<file path="src/rtl/time_set_ctrl.sv">
// rtl/time_set_ctrl.sv - debounced front-panel editor for BCD time and alarm digits
// Optional feature macro: AUTO_REPEAT_EN (hold-to-repeat on key_inc).
module time_set_ctrl #(
    parameter logic [19:0] DEBOUNCE_CYCLES = 20'd500000,
    parameter logic [23:0] HOLD_CYCLES     = 24'd10000000,
    parameter logic [23:0] REPEAT_CYCLES   = 24'd2500000
) (
    input  logic       clk,
    input  logic       rst_n,
    input  logic       key_mode,
    input  logic       key_sel,
    input  logic       key_inc,
    input  logic       key_alarm,
    output logic [3:0] set_sec_ge,
    output logic [3:0] set_sec_shi,
    output logic [3:0] set_min_ge,
    output logic [3:0] set_min_shi,
    output logic [3:0] set_hour_ge,
    output logic [3:0] set_hour_shi,
    output logic       set_time_finish,
    output logic [3:0] clock_min_ge,
    output logic [3:0] clock_min_shi,
    output logic [3:0] clock_hour_ge,
    output logic [3:0] clock_hour_shi,
    output logic       clock_en,
    output logic       edit_active,
    output logic [2:0] edit_digit
);

    typedef enum logic [1:0] {IDLE, SET_TIME, SET_ALARM} state_t;

    state_t      state;
    logic [3:0]  raw, sync1, sync2, level, level_d, press;
    logic [19:0] db_cnt [4];
    logic        mode_ev, sel_ev, inc_ev, alarm_ev, rep_ev;

    // Key bit order: 0 mode, 1 sel, 2 inc, 3 alarm
    assign raw   = {key_alarm, key_inc, key_sel, key_mode};
    assign press = level & ~level_d;

    always_ff @(posedge clk) begin
        if (!rst_n) begin
            sync1   <= '0;
            sync2   <= '0;
            level   <= '0;
            level_d <= '0;
            for (int i = 0; i < 4; i++) db_cnt[i] <= '0;
        end else begin
            sync1   <= raw;
            sync2   <= sync1;
            level_d <= level;
            for (int i = 0; i < 4; i++) begin
                if (sync2[i] == level[i]) begin
                    db_cnt[i] <= '0;
                end else if (db_cnt[i] == DEBOUNCE_CYCLES - 20'd1) begin
                    db_cnt[i] <= '0;
                    level[i]  <= ~level[i];
                end else begin
                    db_cnt[i] <= db_cnt[i] + 20'd1;
                end
            end
        end
    end

    assign mode_ev  = press[0];
    assign sel_ev   = press[1] & ~press[0];
    assign inc_ev   = (press[2] | rep_ev) & ~press[0] & ~press[1];
    assign alarm_ev = press[3];

`ifdef AUTO_REPEAT_EN
    logic [23:0] hold_cnt;
    logic        hold_run, repeating;

    // hold_cnt equals the number of cycles since the press (or the last repeat)
    assign rep_ev = hold_run && level[2] &&
                    (repeating ? (hold_cnt == REPEAT_CYCLES) : (hold_cnt == HOLD_CYCLES));

    always_ff @(posedge clk) begin
        if (!rst_n) begin
            hold_cnt  <= '0;
            hold_run  <= 1'b0;
            repeating <= 1'b0;
        end else if (!level[2] || mode_ev || sel_ev || state == IDLE) begin
            hold_cnt  <= '0;
            hold_run  <= 1'b0;
            repeating <= 1'b0;
        end else if (press[2]) begin
            hold_cnt  <= 24'd1;
            hold_run  <= 1'b1;
            repeating <= 1'b0;
        end else if (hold_run) begin
            if (rep_ev) begin
                hold_cnt  <= 24'd1;
                repeating <= 1'b1;
            end else begin
                hold_cnt <= hold_cnt + 24'd1;
            end
        end
    end
`else
    logic unused_params;
    assign unused_params = ^{HOLD_CYCLES, REPEAT_CYCLES};
    assign rep_ev        = 1'b0;
`endif

    function automatic logic [3:0] bump(input logic [3:0] v, input logic [3:0] lim);
        return (v >= lim) ? 4'd0 : v + 4'd1;
    endfunction

    always_ff @(posedge clk) begin
        if (!rst_n) begin
            state           <= IDLE;
            set_sec_ge      <= '0;
            set_sec_shi     <= '0;
            set_min_ge      <= '0;
            set_min_shi     <= '0;
            set_hour_ge     <= '0;
            set_hour_shi    <= '0;
            set_time_finish <= 1'b0;
            clock_min_ge    <= '0;
            clock_min_shi   <= '0;
            clock_hour_ge   <= '0;
            clock_hour_shi  <= '0;
            clock_en        <= 1'b0;
            edit_active     <= 1'b0;
            edit_digit      <= '0;
        end else begin
            set_time_finish <= 1'b0;
            if (alarm_ev) clock_en <= ~clock_en;
            case (state)
                IDLE: begin
                    if (mode_ev) begin
                        state       <= SET_TIME;
                        edit_active <= 1'b1;
                        edit_digit  <= '0;
                    end
                end
                SET_TIME: begin
                    if (mode_ev) begin
                        state           <= SET_ALARM;
                        edit_digit      <= '0;
                        set_time_finish <= 1'b1;
                    end else if (sel_ev) begin
                        edit_digit <= (edit_digit >= 3'd5) ? 3'd0 : edit_digit + 3'd1;
                    end else if (inc_ev) begin
                        case (edit_digit)
                            3'd0: set_sec_ge  <= bump(set_sec_ge, 4'd9);
                            3'd1: set_sec_shi <= bump(set_sec_shi, 4'd5);
                            3'd2: set_min_ge  <= bump(set_min_ge, 4'd9);
                            3'd3: set_min_shi <= bump(set_min_shi, 4'd5);
                            3'd4: set_hour_ge <= bump(set_hour_ge, (set_hour_shi < 4'd2) ? 4'd9 : 4'd3);
                            3'd5: begin
                                set_hour_shi <= bump(set_hour_shi, 4'd2);
                                // Entering the 20s hours: keep the hour at 23 or below
                                if (set_hour_shi == 4'd1 && set_hour_ge > 4'd3) set_hour_ge <= 4'd3;
                            end
                            default: ;
                        endcase
                    end
                end
                SET_ALARM: begin
                    if (mode_ev) begin
                        state       <= IDLE;
                        edit_active <= 1'b0;
                        edit_digit  <= '0;
                    end else if (sel_ev) begin
                        edit_digit <= (edit_digit >= 3'd3) ? 3'd0 : edit_digit + 3'd1;
                    end else if (inc_ev) begin
                        case (edit_digit)
                            3'd0: clock_min_ge  <= bump(clock_min_ge, 4'd9);
                            3'd1: clock_min_shi <= bump(clock_min_shi, 4'd5);
                            3'd2: clock_hour_ge <= bump(clock_hour_ge, (clock_hour_shi < 4'd2) ? 4'd9 : 4'd3);
                            3'd3: begin
                                clock_hour_shi <= bump(clock_hour_shi, 4'd2);
                                if (clock_hour_shi == 4'd1 && clock_hour_ge > 4'd3) clock_hour_ge <= 4'd3;
                            end
                            default: ;
                        endcase
                    end
                end
                default: state <= IDLE;
            endcase
        end
    end

endmodule
</file>
<file path="config.mk">
export PLATFORM = sky130hd
export DESIGN_NAME = time_set_ctrl
export DESIGN_NICKNAME = d
export VERILOG_FILES = /design/src/rtl/time_set_ctrl.sv
export SDC_FILE = /design/constraint.sdc
export NUM_CORES = 1
export LEC_CHECK = 0
export ABC_CLOCK_PERIOD_IN_PS = 6950
export CAP_MARGIN = 20
export CORE_MARGIN = 2
export CORE_UTILIZATION = 60
export DETAILED_ROUTE_END_ITERATION = 8
export PLACE_DENSITY = 0.81
export SETUP_SLACK_MARGIN = 0.1
export SYNTH_ARGS = -nofsm -noshare
export SYNTH_HDL_FRONTEND = slang
export SYNTH_SLANG_ARGS = --single-unit
</file>
<file path="constraint.sdc">
create_clock -name clk -period 6.95 [get_ports clk]
set_clock_uncertainty 0.15 [all_clocks]
set_input_delay 1.39 -clock clk [delete_from_list [all_inputs] [get_ports clk]]
set_output_delay 1.39 -clock clk [all_outputs]
set_load 0.01 [all_outputs]
</file>
==> results of run 1 <==
-- path summary, 6_finish.rpt --
path,depth (start not counted),end,slack [ps],from
max,7,db_cnt[0][10]$_SDFFCE_PN0P_,3770,rst_n
max reg2reg,5,set_hour_ge[2]$_SDFFE_PN0P_,4280,edit_digit[0]$_SDFFE_PN0P_
min reg2reg,1,sync2[3]$_SDFF_PN0_,280,sync1[3]$_SDFF_PN0_
min,1,sync2[3]$_SDFF_PN0_,280,sync1[3]$_SDFF_PN0_
-- area by class of cell --
| type | instances | share of cell area, % |
|---|---|---|
| clock buffer | 22 | 5.19 |
| clock inverter | 10 | 1.35 |
| inverter | 52 | 2.05 |
| multi-input combinational | 679 | 44.6 |
| sequential | 144 | 38.6 |
| tap | 176 | 2.31 |
| timing repair buffer | 58 | 5.90 |
-- state kept, by name, summed over array words and instances (netlist names), 3 cells and up --
name and cells:
level 4, edit_digit 3, clock_min_ge 4, set_hour_shi 4, db_cnt 80, set_min_shi 4, level_d 4, sync2 4
set_min_ge 4, clock_min_shi 4, sync1 4, set_sec_ge 4, set_hour_ge 4, set_sec_shi 4, clock_hour_shi 4, clock_hour_ge 4
-- layer usage --
metal	vias up	wire length [µm]	global-route usage [%]
li1	3255	-	-
met1	3038	7470	32.2
met2	146	7690	38.3
met3	22	700	4.69
met4	0	232	8.18
met5	-	0	0
-- cells in the mapped netlist, types with 15 or more instances --
master                     number  area, µm²
sky130_fd_sc_hd__o21ai_0       29        145
sky130_fd_sc_hd__nor2_1        72        270
sky130_fd_sc_hd__inv_1         51        191
sky130_fd_sc_hd__ha_1          42        526
sky130_fd_sc_hd__and3_1        15       93.8
sky130_fd_sc_hd__o31ai_1       27        203
sky130_fd_sc_hd__nand3_1       36        180
sky130_fd_sc_hd__a21oi_1       59        295
sky130_fd_sc_hd__xor2_1        21        184
sky130_fd_sc_hd__nand4_1       39        244
sky130_fd_sc_hd__nor3_1        23        115
sky130_fd_sc_hd__xnor2_1       32        280
sky130_fd_sc_hd__nand2_1       41        154
sky130_fd_sc_hd__and2_1        16        100
sky130_fd_sc_hd__dfxtp_1       64       1280
sky130_fd_sc_hd__or4_1         18        135
sky130_fd_sc_hd__or3_1         20        125
sky130_fd_sc_hd__edfxtp_1      80       2400
sky130_fd_sc_hd__clkbuf_1      23       86.3
-- cells by family (layout without fill, tap and decap cells) --
kind of cell             Yosys count  count (layout)  synth area share, %
other                              1              80               0.0470
AO/OA/AOI/OAI                    170             170                 14.0
buffers and inverters             83             142                 4.19
flip-flops                       144             144                 46.2
adder cells (fa/ha/maj)           42              42                 6.59
AND/OR/NAND/NOR                  334             334                 23.1
XOR/XNOR                          53              53                 5.82
-- worst register-to-register path, delay by kind of cell (launching register included) --
kind / cells / cell delay (ps)
and+or+nand+nor: 1 / 530
DFF: 1 / 490
adders and majority gates: 1 / 510
AOI/OAI and AO/OA: 3 / 890
-- power breakdown --
part           total, µW  leakage (µW)  switching (µW)  internal, µW
sequential           947       0.00134            25.4           921
combinational       53.4       0.00177            33.0          20.4
clock                957      0.000311             346           611
-- per-stage QoR --
step / power [µW] / instances / hold WS, ps / setup slack (ps)
floorplan: 999 / 906 / 262 / 4330
detailed placement: 1020 / 1108 / 271 / 3350
finish: 1960 / 1141 / 283 / 3770
global placement: 1010 / 1108 / 266 / 3360
CTS: 1970 / 1140 / 286 / 3790
global route: 2020 / 1141 / 290 / 3680
==> load_flow_metrics.sql, run 1 <==
INSERT INTO impl_metrics (metric_group, metric, value, unit) VALUES
('clock_tree', 'worstSkewPairLatency', '420', 'ps'),
('die', 'start_util', '60.9', '%'),
('placed_design', 'place.port_buffers', '51', ''),
('critical_path', 'crit_required', '6970', 'ps'),
('pwr', 'vdd_drop_max', '0.000134', 'V'),
('sta', 'timing.final.crit_share', '45.7', '%'),
('critical_path', 'crit_chain', 'clkdlybuf4s50_1 > buf_4 > inv_1 > nor2_1 > o21ai_1 > buf_4 > nor2_1', ''),
('sta', 'slew_headroom', '43.2', '%'),
('final_layout', 'regArea', '0.00368', 'mm²'),
('final_layout', 'final_cell_area', '0.00954', 'mm²'),
('synthesis', 'syn-instance-count', '827', ''),
('sta', 'rsz_0062_raised_after_global_routing', 'false', ''),
('drt', 'finalWirelength', '16100', 'µm'),
('global_routing', 'grt_pass1_wl', '27800', 'µm'),
('critical_path', 'path_delay_family', 'buffers and inverters', ''),
('drt', 'first_pass_iters', '4', ''),
('critical_path', 'setup.worst_path.class', 'primary input to register', ''),
('clock_tree', 'post-cts-setup-buffer-count', '0', ''),
('sta', 'final.min_clock_period', '3180', 'ps'),
('global_routing', 'pin_count_of_the_biggest_net_entering_global_routing', '36', ''),
('critical_path', 'critical_path.endpoint_type', 'register', ''),
('final_layout', 'diodes', '0', ''),
('global_routing', 'antenna_found_initial', '0', ''),
('flow_run', 'drv.max_cap_violation_count', '0', ''),
('final_layout', 'drive_gt1_share', '5.18', '%'),
('clock_tree', 'ctsLongestPathBuffers', '2', ''),
('placed_design', 'hpwl', '10900', 'µm'),
('clock_tree', 'cts.clk_slew.worst_paths', '60', 'ps'),
('placed_design', 'placement.cell_area', '0.00891', 'mm²'),
('drt', 'vias', '6461', ''),
('drt', 'post-route-drc-count', '0', ''),
('synthesis', 'asyncSetResetFlopFracSynth', '0', '%'),
('synthesis', 'post_synthesis_instance_area', '0.00797', 'mm²'),
('synthesis', 'synthesis.yosys.warnings', '0', ''),
('global_routing', 'via_count_of_the_first_global_routing_pass', '5919', ''),
('critical_path', 'buffer_and_inverter_count_on_the_worst_path', '4', ''),
('die', 'vertical_die_dimension', '119', 'µm'),
('placed_design', 'place.gp.congestion', '0.831', ''),
('clock_tree', 'master_cell_of_the_clock_root_buffer', 'sky130_fd_sc_hd__clkbuf_16', ''),
('critical_path', 'critPathSlowestCell', 'sky130_fd_sc_hd__inv_1', ''),
('sta', 'timing.setup.tns', '0', 'ps'),
('sta', 'worst_pin_slew', '840', 'ps'),
('drt', 'wl_per_cell', '14.1', 'µm'),
('synthesis', 'synth_seq_cells', '144', ''),
('critical_path', 'critical_path_peak_fanout', '35', ''),
('worst_hold_path', 'timing.hold.worst.class', 'register to register', ''),
('die', 'number_of_placement_rows', '42', ''),
('clock_tree', 'numCtsBuffers', '17', ''),
('critical_path', 'crit_path_max_incr_delay', '610', 'ps'),
('die', 'dieArea', '0.0142', 'mm²'),
('synthesis', 'synthesis.area_per_instance', '9.64', 'µm²'),
('global_routing', 'globalRouteTotalUtil', '23.8', '%'),
('final_layout', 'fin_util', '72.9', '%'),
('final_layout', 'multi_input_combinational_cell_area', '0.00426', 'mm²'),
('final_layout', 'mostFrequentLayoutCells', 'sky130_fd_sc_hd__edfxtp_1, sky130_fd_sc_hd__conb_1, sky130_fd_sc_hd__nor2_1, sky130_fd_sc_hd__dfxtp_1, sky130_fd_sc_hd__a21oi_1', ''),
('run_status', 'run_status', 'finished clean', ''),
('pwr', 'pd_cells', '205', 'mW/mm²'),
('die', 'placeableCoreArea', '0.0131', 'mm²'),
('clock_tree', 'htree_num_levels', '4', ''),
('die', 'io_pins', '52', ''),
('drt', 'ant_nets', '0', ''),
('clock_tree', 'tritoncts_num_sinks', '144', ''),
('drt', 'drt_first_iter_violations', '452', ''),
('pwr', 'power.leakage', '0.00342', 'µW'),
('synthesis', 'synth-edff-count', '80', ''),
('final_layout', 'fillCellCount', '945', ''),
('critical_path', 'worst_setup_path_start_kind', 'primary input', ''),
('sta', 'final_slew_viol_count', '0', ''),
('clock_tree', 'cts_resized', '0', ''),
('sta', 'hold_violations', '0', ''),
('global_routing', 'grt-ovfl-total', '0', ''),
('clock_tree', 'tritoncts_clock_tree', 'built', ''),
('clock_tree', 'cts_hold_buf', '0', ''),
('sta', 'finalSetupViolCount', '0', ''),
('final_layout', 'layout.nets', '1000', ''),
('sta', 'maxClockFrequency', '315', 'MHz'),
('synthesis', 'postSynth.topFlopCell', 'sky130_fd_sc_hd__edfxtp_1', ''),
('synthesis', 'synth_cell_type_count', '59', ''),
('die', 'die-width', '119', 'µm'),
('final_layout', 'area_delta_synth_final', '19.7', '%'),
('drt', 'routed_via_density', '5.66', ''),
('synthesis', 'seq_area_frac_synth', '46.2', '%'),
('critical_path', 'critical_path_arrival', '3200', 'ps');
Power figures use the tool's default switching activity.
==> inputs of run 2 (changes only) <==
Settings changed: ABC_CLOCK_PERIOD_IN_PS 6950 to 3070.
Clock period 6.95 ns to 3.07 ns, I/O delays scaled along.
==> run 2 against run 1 <==
  * Global-route usage is 1.1 points higher
  * Flip-flop and latch count stayed put
  * Non-clock buffer count is 7 higher
  * Register-to-register slack worse by 3800 ps
  * Sequential share of layout area is 0.30 points lower
  * Count of clock-buffer cells in the layout is 1 higher
  * Total power is 130% higher
  * Critical path type is now register to register
  * Highest routed layer unchanged
==> load_flow_metrics.sql, run 2 (synthesized netlist as in run 1, its figures left out) <==
INSERT INTO impl_metrics (metric_group, metric, value, unit) VALUES
('run_status', 'run_status', 'finished clean', ''),
('sta', 'worst_pin_slew', '830', 'ps'),
('global_routing', 'globalRouteMet1Util', '32.8', '%'),
('global_routing', 'antenna_found_initial', '0', ''),
('drt', 'drt_first_iter_violations', '548', ''),
('die', 'number_of_placement_rows', '42', ''),
('pwr', 'pd_cells', '466', 'mW/mm²'),
('global_routing', 'grt_pass1_wl', '29100', 'µm'),
('clock_tree', 'tritoncts_clock_tree', 'built', ''),
('critical_path', 'critical_path_arrival', '2610', 'ps'),
('sta', 'maxClockFrequency', '383', 'MHz'),
('clock_tree', 'master_cell_of_the_clock_root_buffer', 'sky130_fd_sc_hd__clkbuf_16', ''),
('critical_path', 'path_delay_family', 'simple AND/OR/NAND/NOR gates', ''),
('pwr', 'vdd_drop_max', '0.000341', 'V'),
('critical_path', 'crit_path_max_incr_delay', '660', 'ps'),
('placed_design', 'place_worst_setup_slack', '516', 'ps'),
('drt', 'finalWirelength', '16900', 'µm'),
('sta', 'rsz_0062_raised_after_global_routing', 'false', ''),
('critical_path', 'critical_path.endpoint_type', 'register', ''),
('sta', 'hold_violations', '0', ''),
('sta', 'timing.final.crit_share', '85.1', '%'),
('global_routing', 'met2_usage', '41.2', '%'),
('drt', 'first_pass_iters', '5', ''),
('drt', 'post-route-drc-count', '0', ''),
('pwr', 'power.leakage', '0.00346', 'µW'),
('global_routing', 'grt_met3_usage', '5.22', '%'),
('final_layout', 'area_delta_synth_final', '20.7', '%'),
('critical_path', 'setup.worst_path.class', 'register to register', ''),
('placed_design', 'hpwl', '11300', 'µm'),
('placed_design', 'place.gp.congestion', '0.821', ''),
('final_layout', 'diodes', '0', ''),
('sta', 'final.min_clock_period', '2610', 'ps'),
('global_routing', 'pin_count_of_the_biggest_net_entering_global_routing', '32', ''),
('worst_hold_path', 'timing.hold.worst.class', 'register to register', ''),
('sta', 'final_slew_viol_count', '0', ''),
('drt', 'vias', '6671', ''),
('global_routing', 'global_route.peak_usage_layer', 'met2', ''),
('critical_path', 'buffer_and_inverter_count_on_the_worst_path', '0', ''),
('critical_path', 'crit_required', '3070', 'ps'),
('drt', 'wl_per_cell', '14.7', 'µm'),
('drt', 'routed_via_density', '5.81', ''),
('die', 'io_pins', '52', ''),
('clock_tree', 'post-cts-setup-buffer-count', '0', ''),
('sta', 'slew_headroom', '43.9', '%'),
('die', 'vertical_die_dimension', '119', 'µm'),
('pwr', 'comb_power_share', '2.8', '%'),
('flow_run', 'drv.max_cap_violation_count', '0', ''),
('die', 'start_util', '60.9', '%'),
('final_layout', 'layout.nets', '1007', ''),
('die', 'die-width', '119', 'µm'),
('clock_tree', 'numCtsBuffers', '17', ''),
('drt', 'ant_nets', '0', ''),
('pwr', 'clkPwrFrac', '49.4', '%'),
('die', 'dieArea', '0.0142', 'mm²'),
('global_routing', 'globalRouteTotalUtil', '24.9', '%'),
('clock_tree', 'cts_hold_buf', '0', ''),
('clock_tree', 'cts.clk_slew.worst_paths', '60', 'ps'),
('clock_tree', 'cts_resized', '0', ''),
('sta', 'timing.setup.tns', '0', 'ps'),
('clock_tree', 'tritoncts_num_sinks', '144', ''),
('critical_path', 'crit_chain', 'ha_1 > nand4_2 > or4_2 > o211ai_4 > nor2_1', ''),
('global_routing', 'grt-ovfl-total', '0', ''),
('final_layout', 'largest_register_ff_count', '80', ''),
('pwr', 'power_spent_charging_and_discharging_nets', '924', 'µW'),
('final_layout', 'drive_gt1_share', '5.66', '%'),
('sta', 'postLayoutSetupSlackWorst', '456', 'ps'),
('sta', 'finalSetupViolCount', '0', ''),
('pwr', 'post-layout-total-power', '4480', 'µW'),
('clock_tree', 'ctsLongestPathBuffers', '2', ''),
('clock_tree', 'htree_num_levels', '4', ''),
('critical_path', 'critPathSlowestCell', 'sky130_fd_sc_hd__or4_2', ''),
('critical_path', 'worst_setup_path_start_kind', 'register', ''),
('pwr', 'seq_power_share', '47.9', '%'),
('sta', 'holdWs', '282', 'ps'),
('die', 'placeableCoreArea', '0.0131', 'mm²'),
('clock_tree', 'worstSkewPairLatency', '420', 'ps'),
('final_layout', 'mostFrequentLayoutCells', 'sky130_fd_sc_hd__edfxtp_1, sky130_fd_sc_hd__conb_1, sky130_fd_sc_hd__nor2_1, sky130_fd_sc_hd__dfxtp_1, sky130_fd_sc_hd__a21oi_1', ''),
('pwr', 'internal_power', '3550', 'µW'),
('final_layout', 'regMostFlops', 'db_cnt', ''),
('pwr', 'swShare', '20.6', '%'),
('critical_path', 'critical_path_peak_fanout', '19', ''),
('global_routing', 'via_count_of_the_first_global_routing_pass', '6258', ''),
('placed_design', 'place.port_buffers', '51', '');
run 2: changes by cell type in the layout (fill, tap and decap cells not counted), moves of 2 or more:
| cell | delta |
|---|---|
| sky130_fd_sc_hd__buf_4 | +8 |
| sky130_fd_sc_hd__clkbuf_16 | +3 |
| sky130_fd_sc_hd__clkinv_1 | +3 |
| sky130_fd_sc_hd__clkinv_2 | -2 |
run 2: final cells by class:
type	count	area [µm²]
timing repair buffer	65	616
clock buffer	23	553
inverter	52	195
clock inverter	9	93.8
multi-input combinational	679	4260
tap	176	220
fill	975	3470
sequential	144	3680
run 2: worst paths after layout:
| check | startpoint | endpoint | slack [ps] | cells past startpoint |
|---|---|---|---|---|
| min | sync1[3]$_SDFF_PN0_ | sync2[3]$_SDFF_PN0_ | 280 | 1 |
| max reg2reg | db_cnt[3][0]$_SDFFCE_PN0P_ | db_cnt[3][5]$_SDFFCE_PN0P_ | 460 | 5 |
| min reg2reg | sync1[3]$_SDFF_PN0_ | sync2[3]$_SDFF_PN0_ | 280 | 1 |
| max | db_cnt[3][0]$_SDFFCE_PN0P_ | db_cnt[3][5]$_SDFFCE_PN0P_ | 460 | 5 |
run 2: routing by layer:
metal / part of all wire (%) / vias to the layer above / wire (µm)
met5: 0 / - / 0
met4: 1.3 / 0 / 212
met3: 4.5 / 23 / 767
met2: 49 / 190 / 8300
met1: 45 / 3191 / 7580
li1: - / 3267 / -
run 2: per-stage QoR:
stage / utilization [%] / cell area [µm²] / instances
2_1_floorplan: - / 8270 / 906
3_3_place_gp: 68.6 / 8970 / 1116
3_5_place_dp: 68.6 / 8970 / 1116
4_1_cts: 73.5 / 9620 / 1148
5_1_grt: 73.5 / 9620 / 1148
6_report: 73.5 / 9620 / 1148
run 2: power groups by stage:
| stage | clock network (µW) | logic [µW] | registers, µW |
|---|---|---|---|
| detailed placement | 0 | 118 | 2180 |
| floorplan | 0 | 97.1 | 2160 |
| global placement | 0 | 118 | 2180 |
| CTS | 2230 | 121 | 2140 |
| finish | 2210 | 124 | 2140 |
| global route | 2310 | 142 | 2150 |
==> inputs of run 3 (changes only) <==
Settings changed: CAP_MARGIN 20 to not set, HOLD_SLACK_MARGIN set to 0.12.
==> results of run 3 <==
Final layout, timing and power as in run 2 (identical DEF).
